--- config.mk ---
export PLATFORM = sky130hd
export DESIGN_NAME = matrix_slot_allocator_flat
export DESIGN_NICKNAME = d
export VERILOG_FILES = /design/src/rtl/matrix_pkg.sv /design/src/rtl/matrix_slot_allocator_if.sv /design/src/rtl/slot_scan_unit.sv /design/src/rtl/matrix_slot_allocator.sv /design/src/flat_wrapper.sv
export SDC_FILE = /design/constraint.sdc
export NUM_CORES = 1
export LEC_CHECK = 0
export ABC_AREA = 1
export CAP_MARGIN = 0
export CORE_AREA = 2 2 103 204
export DETAILED_ROUTE_END_ITERATION = 12
export DIE_AREA = 0 0 105 206
export GPL_TIMING_DRIVEN = 0
export PLACE_DENSITY = 0.75
export SYNTH_ARGS = -nofsm -noshare
export SYNTH_HDL_FRONTEND = slang
export SYNTH_SLANG_ARGS = --single-unit
--- constraint.sdc ---
create_clock -name clk -period 7.3 [get_ports clk]
set_clock_uncertainty 0.1 [all_clocks]
set_input_delay 1.825 -clock clk [delete_from_list [all_inputs] [get_ports clk]]
set_output_delay 1.825 -clock clk [all_outputs]
set_load 0.02 [all_outputs]
--- src/rtl/matrix_pkg.sv ---
// Shared types and constants for the matrix store slot allocator.
// Slot records, FSM states, dimension limits and slot base arithmetic.
package matrix_pkg;

  localparam int SLOT_WORDS = 25;
  localparam int DIM_MIN    = 1;
  localparam int DIM_MAX    = 5;

  typedef struct packed {
    logic       valid;
    logic [2:0] m;
    logic [2:0] n;
    logic [3:0] age;
  } slot_t;

  typedef enum logic [2:0] {
    IDLE     = 3'd0,
    A_SCAN   = 3'd1,
    A_COMMIT = 3'd2,
    GRANT    = 3'd3,
    GUARD    = 3'd4,
    L_SCAN   = 3'd5,
    L_DONE   = 3'd6
  } state_t;

  function automatic logic dim_ok(input logic [31:0] d);
    return (d >= 32'(DIM_MIN)) && (d <= 32'(DIM_MAX));
  endfunction

  function automatic logic [7:0] slot_base(input logic [7:0] s);
    return s * 8'(SLOT_WORDS);
  endfunction

endpackage

--- src/rtl/matrix_slot_allocator_if.sv ---
// Allocation request / lookup handshake between the front ends and the allocator.
interface matrix_slot_allocator_if;
  logic        req_valid;
  logic [31:0] req_m;
  logic [31:0] req_n;
  logic [7:0]  base_addr;
  logic        addr_ready;
  logic        alloc_err;
  logic        lk_req;
  logic [2:0]  lk_m;
  logic [2:0]  lk_n;
  logic [1:0]  lk_idx;
  logic        lk_done;
  logic        lk_hit;
  logic [7:0]  lk_base;
  logic [2:0]  lk_count;

  modport master (
    output req_valid, req_m, req_n, lk_req, lk_m, lk_n, lk_idx,
    input  base_addr, addr_ready, alloc_err, lk_done, lk_hit, lk_base, lk_count
  );

  modport slave (
    input  req_valid, req_m, req_n, lk_req, lk_m, lk_n, lk_idx,
    output base_addr, addr_ready, alloc_err, lk_done, lk_hit, lk_base, lk_count
  );
endinterface

--- src/rtl/slot_scan_unit.sv ---
// Sequential slot comparator shared by allocation and lookup scans; one slot per step.
// Oldest same-dimension tracking exists only with MAT_ALLOC_PER_DIM_LIMIT_EN.
module slot_scan_unit
  import matrix_pkg::*;
#(
  parameter int NUM_SLOTS = 8,
  parameter int IDX_W     = 3
) (
  input  logic                  clk,
  input  logic                  rst,
  input  logic                  clr,
  input  logic                  step,
  input  slot_t [NUM_SLOTS-1:0] slots,
  input  logic [2:0]            cmp_m,
  input  logic [2:0]            cmp_n,
  input  logic [1:0]            want_rank,
  output logic                  last,
  output logic                  free_found,
  output logic [IDX_W-1:0]      free_idx,
  output logic [IDX_W-1:0]      oldest_idx,
`ifdef MAT_ALLOC_PER_DIM_LIMIT_EN
  output logic [3:0]            same_cnt,
  output logic [IDX_W-1:0]      same_idx,
`endif
  output logic [3:0]            cnt_nxt,
  output logic                  hit_nxt,
  output logic [IDX_W-1:0]      hit_idx_nxt
);

  logic [IDX_W-1:0] idx_r, free_idx_r, all_idx_r, hit_idx_r;
  logic [3:0]       all_age_r, cnt_r, rank_s;
  logic             free_found_r, hit_r;
  slot_t            cur_s;
  logic             match_s, free_take_s, all_take_s, hit_take_s;

  assign cur_s       = slots[idx_r];
  assign match_s     = cur_s.valid && (cur_s.m == cmp_m) && (cur_s.n == cmp_n);
  assign free_take_s = !cur_s.valid && !free_found_r;
  assign all_take_s  = (idx_r == {IDX_W{1'b0}}) || (cur_s.age > all_age_r);
  assign hit_take_s  = match_s && (rank_s == {2'b00, want_rank});
  assign last        = (idx_r == IDX_W'(NUM_SLOTS - 1));

  // Rank of the current slot among its dimension group: entries older, ties to lower index.
  always_comb begin
    rank_s = 4'd0;
    for (int j = 0; j < NUM_SLOTS; j++) begin
      if (slots[j].valid && (slots[j].m == cmp_m) && (slots[j].n == cmp_n) &&
          ((slots[j].age > cur_s.age) ||
           ((slots[j].age == cur_s.age) && (IDX_W'(j) < idx_r)))) begin
        rank_s = rank_s + 4'd1;
      end else begin
        rank_s = rank_s;
      end
    end
  end

  // Slot index and running best-candidate registers.
  always_ff @(posedge clk or posedge rst) begin
    if (rst) begin
      idx_r        <= {IDX_W{1'b0}};
      free_found_r <= 1'b0;
      free_idx_r   <= {IDX_W{1'b0}};
      all_idx_r    <= {IDX_W{1'b0}};
      all_age_r    <= 4'd0;
      cnt_r        <= 4'd0;
      hit_r        <= 1'b0;
      hit_idx_r    <= {IDX_W{1'b0}};
    end else if (clr) begin
      idx_r        <= {IDX_W{1'b0}};
      free_found_r <= 1'b0;
      free_idx_r   <= {IDX_W{1'b0}};
      all_idx_r    <= {IDX_W{1'b0}};
      all_age_r    <= 4'd0;
      cnt_r        <= 4'd0;
      hit_r        <= 1'b0;
      hit_idx_r    <= {IDX_W{1'b0}};
    end else if (step) begin
      idx_r        <= last ? {IDX_W{1'b0}} : idx_r + IDX_W'(1);
      free_found_r <= free_found_r | free_take_s;
      free_idx_r   <= free_take_s ? idx_r : free_idx_r;
      all_idx_r    <= all_take_s ? idx_r : all_idx_r;
      all_age_r    <= all_take_s ? cur_s.age : all_age_r;
      cnt_r        <= cnt_nxt;
      hit_r        <= hit_nxt;
      hit_idx_r    <= hit_idx_nxt;
    end
  end

`ifdef MAT_ALLOC_PER_DIM_LIMIT_EN
  logic [IDX_W-1:0] same_idx_r;
  logic [3:0]       same_age_r;
  logic             same_take_s;

  assign same_take_s = match_s && ((cnt_r == 4'd0) || (cur_s.age > same_age_r));

  // Oldest slot sharing the requested dimensions.
  always_ff @(posedge clk or posedge rst) begin
    if (rst) begin
      same_idx_r <= {IDX_W{1'b0}};
      same_age_r <= 4'd0;
    end else if (clr) begin
      same_idx_r <= {IDX_W{1'b0}};
      same_age_r <= 4'd0;
    end else if (step && same_take_s) begin
      same_idx_r <= idx_r;
      same_age_r <= cur_s.age;
    end
  end

  assign same_cnt = cnt_r;
  assign same_idx = same_idx_r;
`endif

  assign free_found  = free_found_r;
  assign free_idx    = free_idx_r;
  assign oldest_idx  = all_idx_r;
  assign cnt_nxt     = cnt_r + {3'b000, match_s};
  assign hit_nxt     = hit_r | hit_take_s;
  assign hit_idx_nxt = hit_take_s ? idx_r : hit_idx_r;

endmodule

--- src/rtl/matrix_slot_allocator.sv ---
// Fixed 25-word slot allocator and directory for the matrix store.
// MAT_ALLOC_PER_DIM_LIMIT_EN enables the per-dimension capacity with oldest-first replacement.
module matrix_slot_allocator
  import matrix_pkg::*;
#(
  parameter int NUM_SLOTS = 8
`ifdef MAT_ALLOC_PER_DIM_LIMIT_EN
  , parameter int PER_DIM_MAX = 2
`endif
) (
  input  logic                   clk,
  input  logic                   rst,
  input  logic                   alloc_en,
  matrix_slot_allocator_if.slave bus,
  output logic [3:0]             occupancy
);

  localparam int IDX_W = $clog2(NUM_SLOTS);

  state_t                state_r, state_s;
  slot_t [NUM_SLOTS-1:0] slots_r;
  logic [2:0]            am_r, an_r, lm_r, ln_r, lk_count_r, cmp_m_s, cmp_n_s;
  logic [1:0]            lidx_r;
  logic                  lk_pend_r, addr_ready_r, alloc_err_r, lk_done_r, lk_hit_r;
  logic [7:0]            base_addr_r, lk_base_r;
  logic [3:0]            occupancy_r, cnt_nxt_s;
  logic                  scan_clr_s, scan_step_s, alloc_go_s, lk_go_s, err_s, commit_s, lk_fin_s;
  logic                  scan_last_s, free_found_s, hit_nxt_s, lk_latch_s;
  logic [IDX_W-1:0]      free_idx_s, oldest_idx_s, hit_idx_s, victim_s;
`ifdef MAT_ALLOC_PER_DIM_LIMIT_EN
  logic [3:0]            same_cnt_s;
  logic [IDX_W-1:0]      same_idx_s;
`endif

  assign cmp_m_s    = (state_r == L_SCAN) ? lm_r : am_r;
  assign cmp_n_s    = (state_r == L_SCAN) ? ln_r : an_r;
  assign lk_latch_s = bus.lk_req && (state_r != L_SCAN);

  slot_scan_unit #(.NUM_SLOTS(NUM_SLOTS), .IDX_W(IDX_W)) u_scan (
    .clk(clk), .rst(rst), .clr(scan_clr_s), .step(scan_step_s),
    .slots(slots_r), .cmp_m(cmp_m_s), .cmp_n(cmp_n_s), .want_rank(lidx_r),
    .last(scan_last_s), .free_found(free_found_s), .free_idx(free_idx_s),
    .oldest_idx(oldest_idx_s),
`ifdef MAT_ALLOC_PER_DIM_LIMIT_EN
    .same_cnt(same_cnt_s), .same_idx(same_idx_s),
`endif
    .cnt_nxt(cnt_nxt_s), .hit_nxt(hit_nxt_s), .hit_idx_nxt(hit_idx_s)
  );

  // Victim choice from the completed allocation scan.
  always_comb begin
    victim_s = oldest_idx_s;
`ifdef MAT_ALLOC_PER_DIM_LIMIT_EN
    if (same_cnt_s >= 4'(PER_DIM_MAX)) begin
      victim_s = same_idx_s;
    end else if (free_found_s) begin
      victim_s = free_idx_s;
    end else begin
      victim_s = oldest_idx_s;
    end
`else
    if (free_found_s) begin
      victim_s = free_idx_s;
    end else begin
      victim_s = oldest_idx_s;
    end
`endif
  end

  // State register.
  always_ff @(posedge clk or posedge rst) begin
    if (rst) state_r <= IDLE;
    else     state_r <= state_s;
  end

  // Next state and per-cycle strobes; lookups are not cut short by alloc_en.
  always_comb begin
    state_s     = state_r;
    scan_clr_s  = 1'b0;
    scan_step_s = 1'b0;
    alloc_go_s  = 1'b0;
    lk_go_s     = 1'b0;
    err_s       = 1'b0;
    commit_s    = 1'b0;
    lk_fin_s    = 1'b0;
    case (state_r)
      IDLE: begin
        if (alloc_en && bus.req_valid) begin
          if (dim_ok(bus.req_m) && dim_ok(bus.req_n)) begin
            alloc_go_s = 1'b1;
            scan_clr_s = 1'b1;
            state_s    = A_SCAN;
          end else begin
            err_s   = 1'b1;
            state_s = GUARD;
          end
        end else if (bus.lk_req || lk_pend_r) begin
          lk_go_s    = 1'b1;
          scan_clr_s = 1'b1;
          state_s    = L_SCAN;
        end else begin
          state_s = IDLE;
        end
      end
      A_SCAN: begin
        if (!alloc_en) begin
          state_s = IDLE;
        end else begin
          scan_step_s = 1'b1;
          state_s     = scan_last_s ? A_COMMIT : A_SCAN;
        end
      end
      A_COMMIT: begin
        if (!alloc_en) begin
          state_s = IDLE;
        end else begin
          commit_s = 1'b1;
          state_s  = GRANT;
        end
      end
      GRANT:  state_s = alloc_en ? GUARD : IDLE;
      GUARD:  state_s = IDLE;
      L_SCAN: begin
        scan_step_s = 1'b1;
        if (scan_last_s) begin
          lk_fin_s = 1'b1;
          state_s  = L_DONE;
        end else begin
          state_s = L_SCAN;
        end
      end
      L_DONE:  state_s = IDLE;
      default: state_s = IDLE;
    endcase
  end

  // Latched request arguments and the pending-lookup flag.
  always_ff @(posedge clk or posedge rst) begin
    if (rst) begin
      am_r      <= 3'd0;
      an_r      <= 3'd0;
      lm_r      <= 3'd0;
      ln_r      <= 3'd0;
      lidx_r    <= 2'd0;
      lk_pend_r <= 1'b0;
    end else begin
      if (alloc_go_s) begin
        am_r <= bus.req_m[2:0];
        an_r <= bus.req_n[2:0];
      end
      if (lk_latch_s) begin
        lm_r   <= bus.lk_m;
        ln_r   <= bus.lk_n;
        lidx_r <= bus.lk_idx;
      end
      if (lk_go_s)         lk_pend_r <= 1'b0;
      else if (lk_latch_s) lk_pend_r <= 1'b1;
    end
  end

  // Slot table: write the victim as newest and age every other valid slot.
  always_ff @(posedge clk or posedge rst) begin
    if (rst) begin
      slots_r <= '{default: '0};
    end else if (commit_s) begin
      for (int i = 0; i < NUM_SLOTS; i++) begin
        if (IDX_W'(i) == victim_s) begin
          slots_r[i] <= '{valid: 1'b1, m: am_r, n: an_r, age: 4'd0};
        end else if (slots_r[i].valid && (slots_r[i].age != 4'd15)) begin
          slots_r[i].age <= slots_r[i].age + 4'd1;
        end
      end
    end
  end

  // Registered handshake, lookup result and occupancy outputs.
  always_ff @(posedge clk or posedge rst) begin
    if (rst) begin
      addr_ready_r <= 1'b0;
      alloc_err_r  <= 1'b0;
      lk_done_r    <= 1'b0;
      base_addr_r  <= 8'd0;
      lk_hit_r     <= 1'b0;
      lk_base_r    <= 8'd0;
      lk_count_r   <= 3'd0;
      occupancy_r  <= 4'd0;
    end else begin
      addr_ready_r <= commit_s;
      alloc_err_r  <= err_s;
      lk_done_r    <= lk_fin_s;
      if (commit_s) begin
        base_addr_r <= slot_base(8'(victim_s));
        occupancy_r <= occupancy_r + {3'b000, !slots_r[victim_s].valid};
      end
      if (lk_fin_s) begin
        lk_hit_r   <= hit_nxt_s;
        lk_base_r  <= hit_nxt_s ? slot_base(8'(hit_idx_s)) : 8'd0;
        lk_count_r <= (cnt_nxt_s > 4'd7) ? 3'd7 : cnt_nxt_s[2:0];
      end
    end
  end

  assign bus.base_addr  = base_addr_r;
  assign bus.addr_ready = addr_ready_r;
  assign bus.alloc_err  = alloc_err_r;
  assign bus.lk_done    = lk_done_r;
  assign bus.lk_hit     = lk_hit_r;
  assign bus.lk_base    = lk_base_r;
  assign bus.lk_count   = lk_count_r;
  assign occupancy      = occupancy_r;

endmodule

--- src/flat_wrapper.sv ---
// flat-port wrapper written by rule: the top's interface ports become plain ports
module matrix_slot_allocator_flat import matrix_pkg::*;
#(
  parameter int NUM_SLOTS = 8

)
  (clk, rst, alloc_en, occupancy, bus_req_valid, bus_req_m, bus_req_n, bus_lk_req, bus_lk_m, bus_lk_n, bus_lk_idx, bus_base_addr, bus_addr_ready, bus_alloc_err, bus_lk_done, bus_lk_hit, bus_lk_base, bus_lk_count);
  matrix_slot_allocator_if bus_i ();
  input  logic clk;
  input  logic rst;
  input  logic alloc_en;
  output logic [3:0] occupancy;
  input wire logic [$bits(bus_i.req_valid)-1:0] bus_req_valid;
  input wire logic [$bits(bus_i.req_m)-1:0] bus_req_m;
  input wire logic [$bits(bus_i.req_n)-1:0] bus_req_n;
  input wire logic [$bits(bus_i.lk_req)-1:0] bus_lk_req;
  input wire logic [$bits(bus_i.lk_m)-1:0] bus_lk_m;
  input wire logic [$bits(bus_i.lk_n)-1:0] bus_lk_n;
  input wire logic [$bits(bus_i.lk_idx)-1:0] bus_lk_idx;
  output wire logic [$bits(bus_i.base_addr)-1:0] bus_base_addr;
  output wire logic [$bits(bus_i.addr_ready)-1:0] bus_addr_ready;
  output wire logic [$bits(bus_i.alloc_err)-1:0] bus_alloc_err;
  output wire logic [$bits(bus_i.lk_done)-1:0] bus_lk_done;
  output wire logic [$bits(bus_i.lk_hit)-1:0] bus_lk_hit;
  output wire logic [$bits(bus_i.lk_base)-1:0] bus_lk_base;
  output wire logic [$bits(bus_i.lk_count)-1:0] bus_lk_count;
  assign bus_i.req_valid = bus_req_valid;
  assign bus_i.req_m = bus_req_m;
  assign bus_i.req_n = bus_req_n;
  assign bus_i.lk_req = bus_lk_req;
  assign bus_i.lk_m = bus_lk_m;
  assign bus_i.lk_n = bus_lk_n;
  assign bus_i.lk_idx = bus_lk_idx;
  assign bus_base_addr = bus_i.base_addr;
  assign bus_addr_ready = bus_i.addr_ready;
  assign bus_alloc_err = bus_i.alloc_err;
  assign bus_lk_done = bus_i.lk_done;
  assign bus_lk_hit = bus_i.lk_hit;
  assign bus_lk_base = bus_i.lk_base;
  assign bus_lk_count = bus_i.lk_count;
  matrix_slot_allocator #(.NUM_SLOTS(NUM_SLOTS)) u_core (.clk(clk), .rst(rst), .alloc_en(alloc_en), .bus(bus_i), .occupancy(occupancy));
endmodule
==> flow_metrics.env, run 1 <==
export IMPL_outcome="complete, no violations"
export IMPL_period_minus_slack_ns=7.08
export IMPL_holdBufCountCts=0
export IMPL_drt_initial_drc_count=865
export IMPL_cp_end_kind="register"
export IMPL_synth_area_leaders="dfrtp_1, nand2_1, ha_1, inv_1, o21ai_0"
export IMPL_postSynthNetCount=1575
export IMPL_critPathMaxStageDelay_ns=0.47
export IMPL_netlist_area_um2=10500
export IMPL_synth_enable_flop_cells=0
export IMPL_layout_nets=1736
export IMPL_hold_viol=0
export IMPL_cp_common_cell="nand2_2"
export IMPL_clock_sinks=153
export IMPL_async_reset_ff_share_pct=100
export IMPL_routedWlPerCell_um=18.2
export IMPL_dpl_cell_area_um2=11800
export IMPL_totalWireLength_um=34100
export IMPL_die_area_um2=21600
export IMPL_grt_pass1_vias=10404
export IMPL_io_pins=104
export IMPL_viasPerCell=5.67
export IMPL_grt_overflow=0
export IMPL_leakage_nw=6.37
export IMPL_drive_gt1_share_pct=12.0
export IMPL_layout_commonest_cell="nand2_1"
export IMPL_drv_slew=0
export IMPL_ys_seq_area_share_pct=36.6
export IMPL_row_count=74
export IMPL_hpwl_um=25200
export IMPL_layout_common_cells="nand2_1, inv_1, dfrtp_1"
export IMPL_core_um2=20200
export IMPL_max_freq_mhz=141
export IMPL_stdcell_area_um2=13100
export IMPL_die_x_um=105
export IMPL_drv_cap=0
export IMPL_tns_ns=0
export IMPL_startpoint_type="register"
export IMPL_place_ws_ns=-1.45
export IMPL_syn_to_final_growth_pct=24.9
export IMPL_arrival_ns=7.36
export IMPL_synth_area_leader_cell="dfrtp_1"
export IMPL_reg2regPathDepth=40
export IMPL_grt_max_degree=94
export IMPL_antenna_found_initial=0
export IMPL_cts_tree="yes"
export IMPL_holdPathStages=2
export IMPL_cts_buffers=17
export IMPL_final_antenna_net_count=0
export IMPL_ys_ff_latch=153
export IMPL_netlist_instances=1428
export IMPL_pwr_density_cell_nw_per_um2=348
export IMPL_vias=10596
export IMPL_tightest_slew_ns=0.947
export IMPL_fillers=1815
export IMPL_synthDistinctLibCells=54
export IMPL_yosysWarnings=0
export IMPL_period_share_pct=97.0
export IMPL_clockRootBuffer="clkbuf_16"
export IMPL_die_h_um=206
export IMPL_seq_area_um2=3830
export IMPL_setup_viol=0
export IMPL_critPathKind="register to register"
export IMPL_place_gp_congestion=0.971
export IMPL_critPathMaxFanout=10
export IMPL_worstSkewPairLatency_ns=0.45
export IMPL_htreeDepth=4
export IMPL_multi_input_area_um2=5920
export IMPL_ir_drop_mv=0.302
export IMPL_antenna_cells=0
export IMPL_syn_area_per_cell_um2=7.32
export IMPL_grt_pass1_wl_um=53600
export IMPL_grt_usage_pct=32.2
export IMPL_synth_top_area_share_pct=36.6
export IMPL_cp_slowest_cell="or4_1"
export IMPL_worstPathRequired_ns=7.58
export IMPL_hold_class="register to register"
export IMPL_worst_slack_ns=0.217
export IMPL_start_util_pct=51.8
export IMPL_clkTransAtPathRegs_ns=0.07
export IMPL_final_util_pct=64.7
export IMPL_cts_buffer_depth=2
export IMPL_drc=0
export IMPL_dr_pass1_iters=5
export IMPL_ys_flop_type="dfrtp_1"
export IMPL_port_buffers=103
export IMPL_total_power_w=0.00454
export IMPL_slew_headroom_pct=36.2
path summary, 6_finish.rpt:
kind,start,end,slack (ns)
worst max-delay path,u_core.u_scan.idx_r[0],u_core.bus.lk_base[6],0.22
worst min-delay path,u_core.bus.base_addr[6],u_core.bus.base_addr[6],0.37
worst max register to register,u_core.u_scan.idx_r[0],u_core.bus.lk_base[6],0.22
worst min register to register,u_core.bus.base_addr[6],u_core.bus.base_addr[6],0.37
max in group asynchronous,rst,u_core.slots_r[50],4.48
min in group asynchronous,rst,u_core.slots_r[11],1.73
area by class of cell:
class                      instances  share of cell area, %
multi-input combinational       1034                   45.3
sequential                       153                   29.4
timing repair buffer             145                   10.6
inverter                         204                   6.16
clock buffer                      17                   3.26
tap                              266                   2.55
buffer                            34                   1.72
clock inverter                    15                   1.04
synthesized netlist by cell type (6+ instances only):
cell type and n:
xor2_1 26, nand3_2 9, a21oi_1 44, o21ai_0 139, nand2_2 18, nand3_1 99, inv_1 194, o211ai_1 16
nand4_1 30, nand2_1 358, nor2_1 113, nor4_1 15, dfrtp_1 153, a221oi_1 14, xnor2_1 6, or2_2 7
ha_1 70, clkbuf_1 24, o22ai_1 6
per-layer routing:
metal / track usage, % / vias to the layer above / part of all wire (%)
met1: 36.8 / 4992 / 38
met3: 5.80 / 122 / 6.0
li1: - / 5043 / -
met5: 0 / - / 0
met4: 22.0 / 0 / 7.3
met2: 54.2 / 439 / 48
worst max-delay path: cells and delay by family, from the launching register on:
kind / cells / cell delay [ns]
AND/OR/NAND/NOR: 17 / 2.34
adder cells (fa/ha/maj): 9 / 2.23
buffers and inverters: 9 / 1.09
AO/OA/AOI/OAI: 4 / 0.71
flip-flops: 1 / 0.41
XOR/XNOR: 1 / 0.12
stage by stage:
stage	std cells	hold WS (ns)
finish	1868	0.371
detailed placement	1798	0.358
floorplan	1428	0.346
global placement	1797	0.360
CTS	1850	0.375
global route	1868	0.398
where the power goes:
group	internal, W	switching (W)	leakage, nW
registers	0.000979	0.000137	1.74
logic	0.000933	0.00163	4.36
clock network	0.000448	0.000414	0.271
total	0.00236	0.00218	6.37
cells by family (layout without fill, tap and decap cells):
group	Yosys count	count (layout)	share of synthesized area, %
AND/OR/NAND/NOR	681	681	29.4
AO/OA/AOI/OAI	251	251	13.9
buffers and inverters	241	415	8.99
flip-flops	153	153	36.6
adder cells (fa/ha/maj)	70	70	8.38
XOR/XNOR	32	32	2.68
sequential cells by signal, summed over array words and instances (netlist names), 2 cells and up:
name	flops
u_core.u_scan.hit_idx_r	3
u_core.am_r	3
u_core.u_scan.free_idx	3
u_core.u_scan.idx_r	3
u_core.lidx_r	2
u_core.u_scan.oldest_idx	3
u_core.bus.base_addr	7
u_core.occupancy	4
u_core.an_r	3
u_core.lm_r	3
u_core.u_scan.cnt_r	4
u_core.bus.lk_count	3
u_core.state_r	3
u_core.slots_r	88
u_core.bus.lk_base	7
u_core.u_scan.all_age_r	4
u_core.ln_r	3
what timing repair did:
item / 4_1_cts / 5_1_grt
gates resized for setup: 55 / 37
hold endpoints to repair: 0 / 0
pin swaps: 14 / 29
setup buffers: 23 / 18
endpoints found under the setup margin: 12 / 7
Note: power is estimated with default switching activity, not from simulation.
==> inputs of run 2 (changes only) <==
--- a/config.mk
+++ b/config.mk
@@ -12,6 +12,7 @@
 export DIE_AREA = 0 0 105 206
 export GPL_TIMING_DRIVEN = 0
 export PLACE_DENSITY = 0.75
+export REMOVE_ABC_BUFFERS = 1
 export SYNTH_ARGS = -nofsm -noshare
 export SYNTH_HDL_FRONTEND = slang
 export SYNTH_SLANG_ARGS = --single-unit
==> flow_metrics.env, run 2 (synthesis results as in run 1) <==
export IMPL_outcome="complete, no violations"
export IMPL_worstPathRequired_ns=7.53
export IMPL_dr_pass1_iters=6
export IMPL_totalWireLength_um=32400
export IMPL_fin_cells=1832
export IMPL_grt_max_degree=86
export IMPL_slew_headroom_pct=18.9
export IMPL_cts_buffer_depth=2
export IMPL_drt_initial_drc_count=700
export IMPL_port_buffers=103
export IMPL_syn_to_final_growth_pct=23.2
export IMPL_drv_cap=0
export IMPL_layout_commonest_cell="nand2_1"
export IMPL_grt_usage_pct=30.4
export IMPL_core_um2=20200
export IMPL_die_area_um2=21600
export IMPL_pwr_share_clk_pct=19.2
export IMPL_cp_num_buf_inv=6
export IMPL_cts_buffers=17
export IMPL_cts_tree="yes"
export IMPL_top_register="u_core.slots_r"
export IMPL_cpLargestDelayFamily="simple AND/OR/NAND/NOR gates"
export IMPL_clockRootBuffer="clkbuf_16"
export IMPL_comb_power_share_pct=55.8
export IMPL_drv_slew=0
export IMPL_final_antenna_net_count=0
export IMPL_p_seq_share_pct=25.0
export IMPL_cp_end_kind="register"
export IMPL_grt_pass1_wl_um=51000
export IMPL_start_util_pct=51.8
export IMPL_switchingPower_w=0.00214
export IMPL_viasPerCell=5.67
export IMPL_startpoint_type="register"
export IMPL_dp_cells=1763
export IMPL_critPathMaxStageDelay_ns=0.48
export IMPL_cp_slowest_cell="dfrtp_2"
export IMPL_critPathKind="register to register"
export IMPL_layout_nets=1700
export IMPL_layout_common_cells="nand2_1, inv_1, dfrtp_1"
export IMPL_arrival_ns=7.34
export IMPL_period_share_pct=97.4
export IMPL_hpwl_um=23700
export IMPL_internal_power_w=0.00240
export IMPL_antenna_cells=0
export IMPL_leakage_nw=6.26
export IMPL_die_x_um=105
export IMPL_setup_viol=0
export IMPL_cp_common_cell="nand2_2"
export IMPL_critPathMaxFanout=6
export IMPL_tightest_slew_ns=1.21
export IMPL_clock_sinks=153
export IMPL_max_freq_mhz=141
export IMPL_pwr_density_cell_nw_per_um2=352
export IMPL_switching_share_pct=47.1
export IMPL_routedWlPerCell_um=17.7
export IMPL_drc=0
export IMPL_io_pins=104
export IMPL_vias=10384
export IMPL_htreeDepth=4
export IMPL_grt_overflow=0
export IMPL_largest_register_ffs=88
export IMPL_hold_viol=0
export IMPL_period_minus_slack_ns=7.11
export IMPL_final_util_pct=63.8
export IMPL_drive_gt1_share_pct=11.3
export IMPL_place_gp_congestion=0.968
export IMPL_grt_pass1_vias=10283
export IMPL_antenna_found_initial=0
export IMPL_ir_drop_mv=0.260
export IMPL_row_count=74
export IMPL_die_h_um=206
export IMPL_worstSkewPairLatency_ns=0.45
export IMPL_hold_class="register to register"
export IMPL_clkTransAtPathRegs_ns=0.06
==> run 2: repair_timing <==
action                                  CTS  global route
endpoints found under the setup margin   12             7
cloned                                    2             0
buffers inserted                         26             9
resized for setup                        39            32
hold buffers                              0             0
pin swaps                                18            24
==> run 2: path summary, 6_finish.rpt <==
path | from | end | slack, ns | depth (start not counted)
max in group asynchronous | rst | u_core.u_scan.idx_r[0] | 4.48 | 3
hold reg to reg | u_core.bus.base_addr[7] | u_core.bus.base_addr[7] | 0.37 | 2
min in group asynchronous | rst | u_core.slots_r[57] | 1.74 | 2
setup reg to reg | u_core.u_scan.idx_r[2] | u_core.bus.lk_base[6] | 0.19 | 41
hold / removal | u_core.bus.base_addr[7] | u_core.bus.base_addr[7] | 0.37 | 2
setup / recovery | u_core.u_scan.idx_r[2] | u_core.bus.lk_base[6] | 0.19 | 41
==> run 2: worst register-to-register path, delay by kind of cell, from the launching register on <==
family	cells	cell delay, ns
AND/OR/NAND/NOR	21	2.94
adder cells (fa/ha/maj)	9	2.26
buffers and inverters	6	0.64
flip-flops	1	0.48
AO/OA/AOI/OAI	4	0.44
XOR/XNOR	1	0.14
==> run 2: final cells by class <==
class | count | area, um2
Fill cell | 1809 | 7310
Multi-Input combinational cell | 1034 | 5930
Sequential cell | 153 | 3830
Timing Repair Buffer | 142 | 1400
Inverter | 204 | 800
Clock buffer | 23 | 478
Tap cell | 266 | 333
Clock inverter | 9 | 90.1
Timing Repair inverter | 1 | 8.76
==> run 2: power by group through the flow <==
stage | registers [W] | clock network (W) | logic (W)
finish | 0.00113 | 0.000873 | 0.00253
global route | 0.00115 | 0.000910 | 0.00281
CTS | 0.00113 | 0.000879 | 0.00239
detailed placement | 0.00115 | 0 | 0.00216
global placement | 0.00117 | 0 | 0.00204
floorplan | 0.00113 | 0 | 0.00145
==> run 2: per-stage QoR <==
step | worst slack, ns | hold WS [ns] | power [W] | setup TNS (ns) | area, um2
after detailed placement | -1.63 | 0.359 | 0.00331 | -12.37 | 11700
after global routing | -0.0345 | 0.406 | 0.00488 | -0.0345 | 12900
after floorplan | -0.737 | 0.346 | 0.00258 | -3.09 | 10300
after CTS | 0.0102 | 0.374 | 0.00440 | 0 | 12700
final | 0.191 | 0.368 | 0.00454 | 0 | 12900
after global placement | -3.10 | 0.357 | 0.00321 | -165.61 | 11600
==> run 2: layer usage <==
layer	part of all wire [%]	GRT usage [%]
met1	39	35.5
met2	49	52.5
met3	6.7	4.73
met4	5.5	18.0
met5	0	0
==> inputs of run 3 (changes only) <==
--- a/config.mk
+++ b/config.mk
@@ -8,6 +8,7 @@
 export ABC_AREA = 1
 export CAP_MARGIN = 0
 export CORE_AREA = 2 2 103 204
+export CTS_CLUSTER_SIZE = 12
 export DETAILED_ROUTE_END_ITERATION = 12
 export DIE_AREA = 0 0 105 206
 export GPL_TIMING_DRIVEN = 0
==> constraint.sdc (replaced) <==
create_clock -name clk -period 6.2 [get_ports clk]
set_clock_uncertainty 0.1 [all_clocks]
set_input_delay 0.62 -clock clk [delete_from_list [all_inputs] [get_ports clk]]
set_output_delay 0.62 -clock clk [all_outputs]
set_load 0.02 [all_outputs]
==> flow_metrics.env, run 3 (synthesis results as in run 1) <==
export IMPL_place_ws_ns=-2.73
export IMPL_leakage_nw=6.44
export IMPL_totalWireLength_um=33600
export IMPL_start_util_pct=51.8
export IMPL_routedWlPerCell_um=18.1
export IMPL_tns_ns=-5.42
export IMPL_pwr_density_cell_nw_per_um2=408
export IMPL_slew_headroom_pct=16.6
export IMPL_period_minus_slack_ns=6.94
export IMPL_ir_drop_mv=0.307
export IMPL_violations="setup timing"
export IMPL_clock_sinks=153
export IMPL_startpoint_type="register"
export IMPL_period_share_pct=112
export IMPL_total_power_w=0.00541
export IMPL_top_register="u_core.slots_r"
export IMPL_tightest_slew_ns=1.25
export IMPL_cp_end_kind="register"
export IMPL_cts_buffers=17
export IMPL_grt_overflow=0
export IMPL_hpwl_um=23700
export IMPL_dr_pass1_iters=6
export IMPL_worstPathRequired_ns=6.47
export IMPL_drv_cap=0
export IMPL_antenna_cells=0
export IMPL_critPathMaxFanout=5
export IMPL_cpLargestDelayFamily="simple AND/OR/NAND/NOR gates"
export IMPL_largest_register_ffs=88
export IMPL_hold_viol=0
export IMPL_cts_buffer_depth=2
export IMPL_viasPerCell=5.70
export IMPL_vias=10592
export IMPL_htreeDepth=4
export IMPL_arrival_ns=7.21
export IMPL_final_antenna_net_count=0
export IMPL_worstSkewPairLatency_ns=0.45
export IMPL_drt_initial_drc_count=927
export IMPL_die_x_um=105
export IMPL_syn_to_final_growth_pct=26.7
export IMPL_max_freq_mhz=144
export IMPL_core_um2=20200
export IMPL_outcome="finished, violations left"
export IMPL_io_pins=104
export IMPL_layout_nets=1725
export IMPL_clockRootBuffer="clkbuf_16"
export IMPL_worst_slack_ns=-0.741
export IMPL_drive_gt1_share_pct=14.3
export IMPL_cp_slowest_cell="dfrtp_2"
export IMPL_port_buffers=103
export IMPL_critPathMaxStageDelay_ns=0.47
export IMPL_critPathKind="register to register"
export IMPL_antenna_found_initial=0
export IMPL_layout_common_cells="nand2_1, inv_1, dfrtp_1"
export IMPL_grt_max_degree=86
export IMPL_clkTransAtPathRegs_ns=0.06
export IMPL_fillers=1763
export IMPL_grt_pass1_vias=10621
export IMPL_rsz0062_at_grt="true"
export IMPL_hold_class="register to register"
export IMPL_die_area_um2=21600
export IMPL_grt_pass1_wl_um=52800
export IMPL_cp_num_buf_inv=9
export IMPL_grt_usage_pct=31.4
export IMPL_drv_slew=0
export IMPL_layout_commonest_cell="nand2_1"
export IMPL_place_gp_congestion=0.968
export IMPL_die_h_um=206
export IMPL_row_count=74
export IMPL_cts_tree="yes"
export IMPL_drc=0
export IMPL_setup_viol=12
run 3: cell count changes in the layout (fill, tap and decap cells not counted), sizes merged:
cell,previous run,this run
buf,38,63
run 3: power breakdown:
| group | total [W] | switching, W | internal, W |
|---|---|---|---|
| clock network | 0.00103 | 0.000439 | 0.000587 |
| registers | 0.00134 | 0.000180 | 0.00116 |
| logic | 0.00305 | 0.00193 | 0.00112 |
| total | 0.00541 | 0.00255 | 0.00286 |
run 3: final timing paths:
check / from / to / slack (ns) / cells past startpoint
max in group asynchronous: rst / u_core.u_scan.idx_r[0] / 4.58 / 3
max: u_core.u_scan.idx_r[1] / u_core.bus.lk_base[6] / -0.74 / 41
max reg2reg: u_core.u_scan.idx_r[1] / u_core.bus.lk_base[6] / -0.74 / 41
min: u_core.bus.base_addr[7] / u_core.bus.base_addr[7] / 0.37 / 2
min in group asynchronous: rst / u_core.slots_r[57] / 0.54 / 2
min reg2reg: u_core.bus.base_addr[7] / u_core.bus.base_addr[7] / 0.37 / 2
run 3: worst register-to-register path, delay by kind of cell (launching register included):
kind                       cells  cell delay, ns
and+or+nand+nor               20            2.77
adders and majority gates      8            1.81
DFF                            1            0.47
buffers and inverters          9            1.22
xor gates and xnor gates       1            0.13
AOI/OAI and AO/OA              3            0.37
run 3: per-stage QoR:
| stage | area, um2 | std cells | hold slack, ns | utilization (%) |
|---|---|---|---|---|
| after floorplan | 10300 | 1391 | 0.346 | - |
| after global placement | 11600 | 1760 | 0.357 | 57.7 |
| after detailed placement | 11700 | 1763 | 0.359 | 58.0 |
| after CTS | 13100 | 1848 | 0.374 | 64.7 |
| after global routing | 13200 | 1857 | 0.406 | 65.6 |
| final | 13200 | 1857 | 0.367 | 65.6 |
run 3: layer usage:
layer,global-route usage (%),vias to the layer above,share of wire (%)
met5,0,-,0
met4,18.5,0,5.6
met3,5.17,105,7.4
met2,54.2,470,50
met1,36.6,4998,37
li1,-,5019,-
run 3: area by class of cell:
type | instances | area [um2] | area share [%]
timing repair buffer | 167 | 1610 | 12.2
clock inverter | 9 | 90.1 | 0.680
tap | 266 | 333 | 2.51
timing repair inverter | 1 | 8.76 | 0.0661
sequential | 153 | 3830 | 29.0
clock buffer | 23 | 478 | 3.61
inverter | 204 | 805 | 6.08
multi-input combinational | 1034 | 6080 | 45.9
run 3: what timing repair did:
item | 4_1_cts | 5_1_grt
hold buffers | 0 | 0
setup buffers | 51 | 11
cloned | 2 | 0
gates resized for setup | 82 | 35
pin swaps | 43 | 36
setup endpoints to repair | 12 | 12
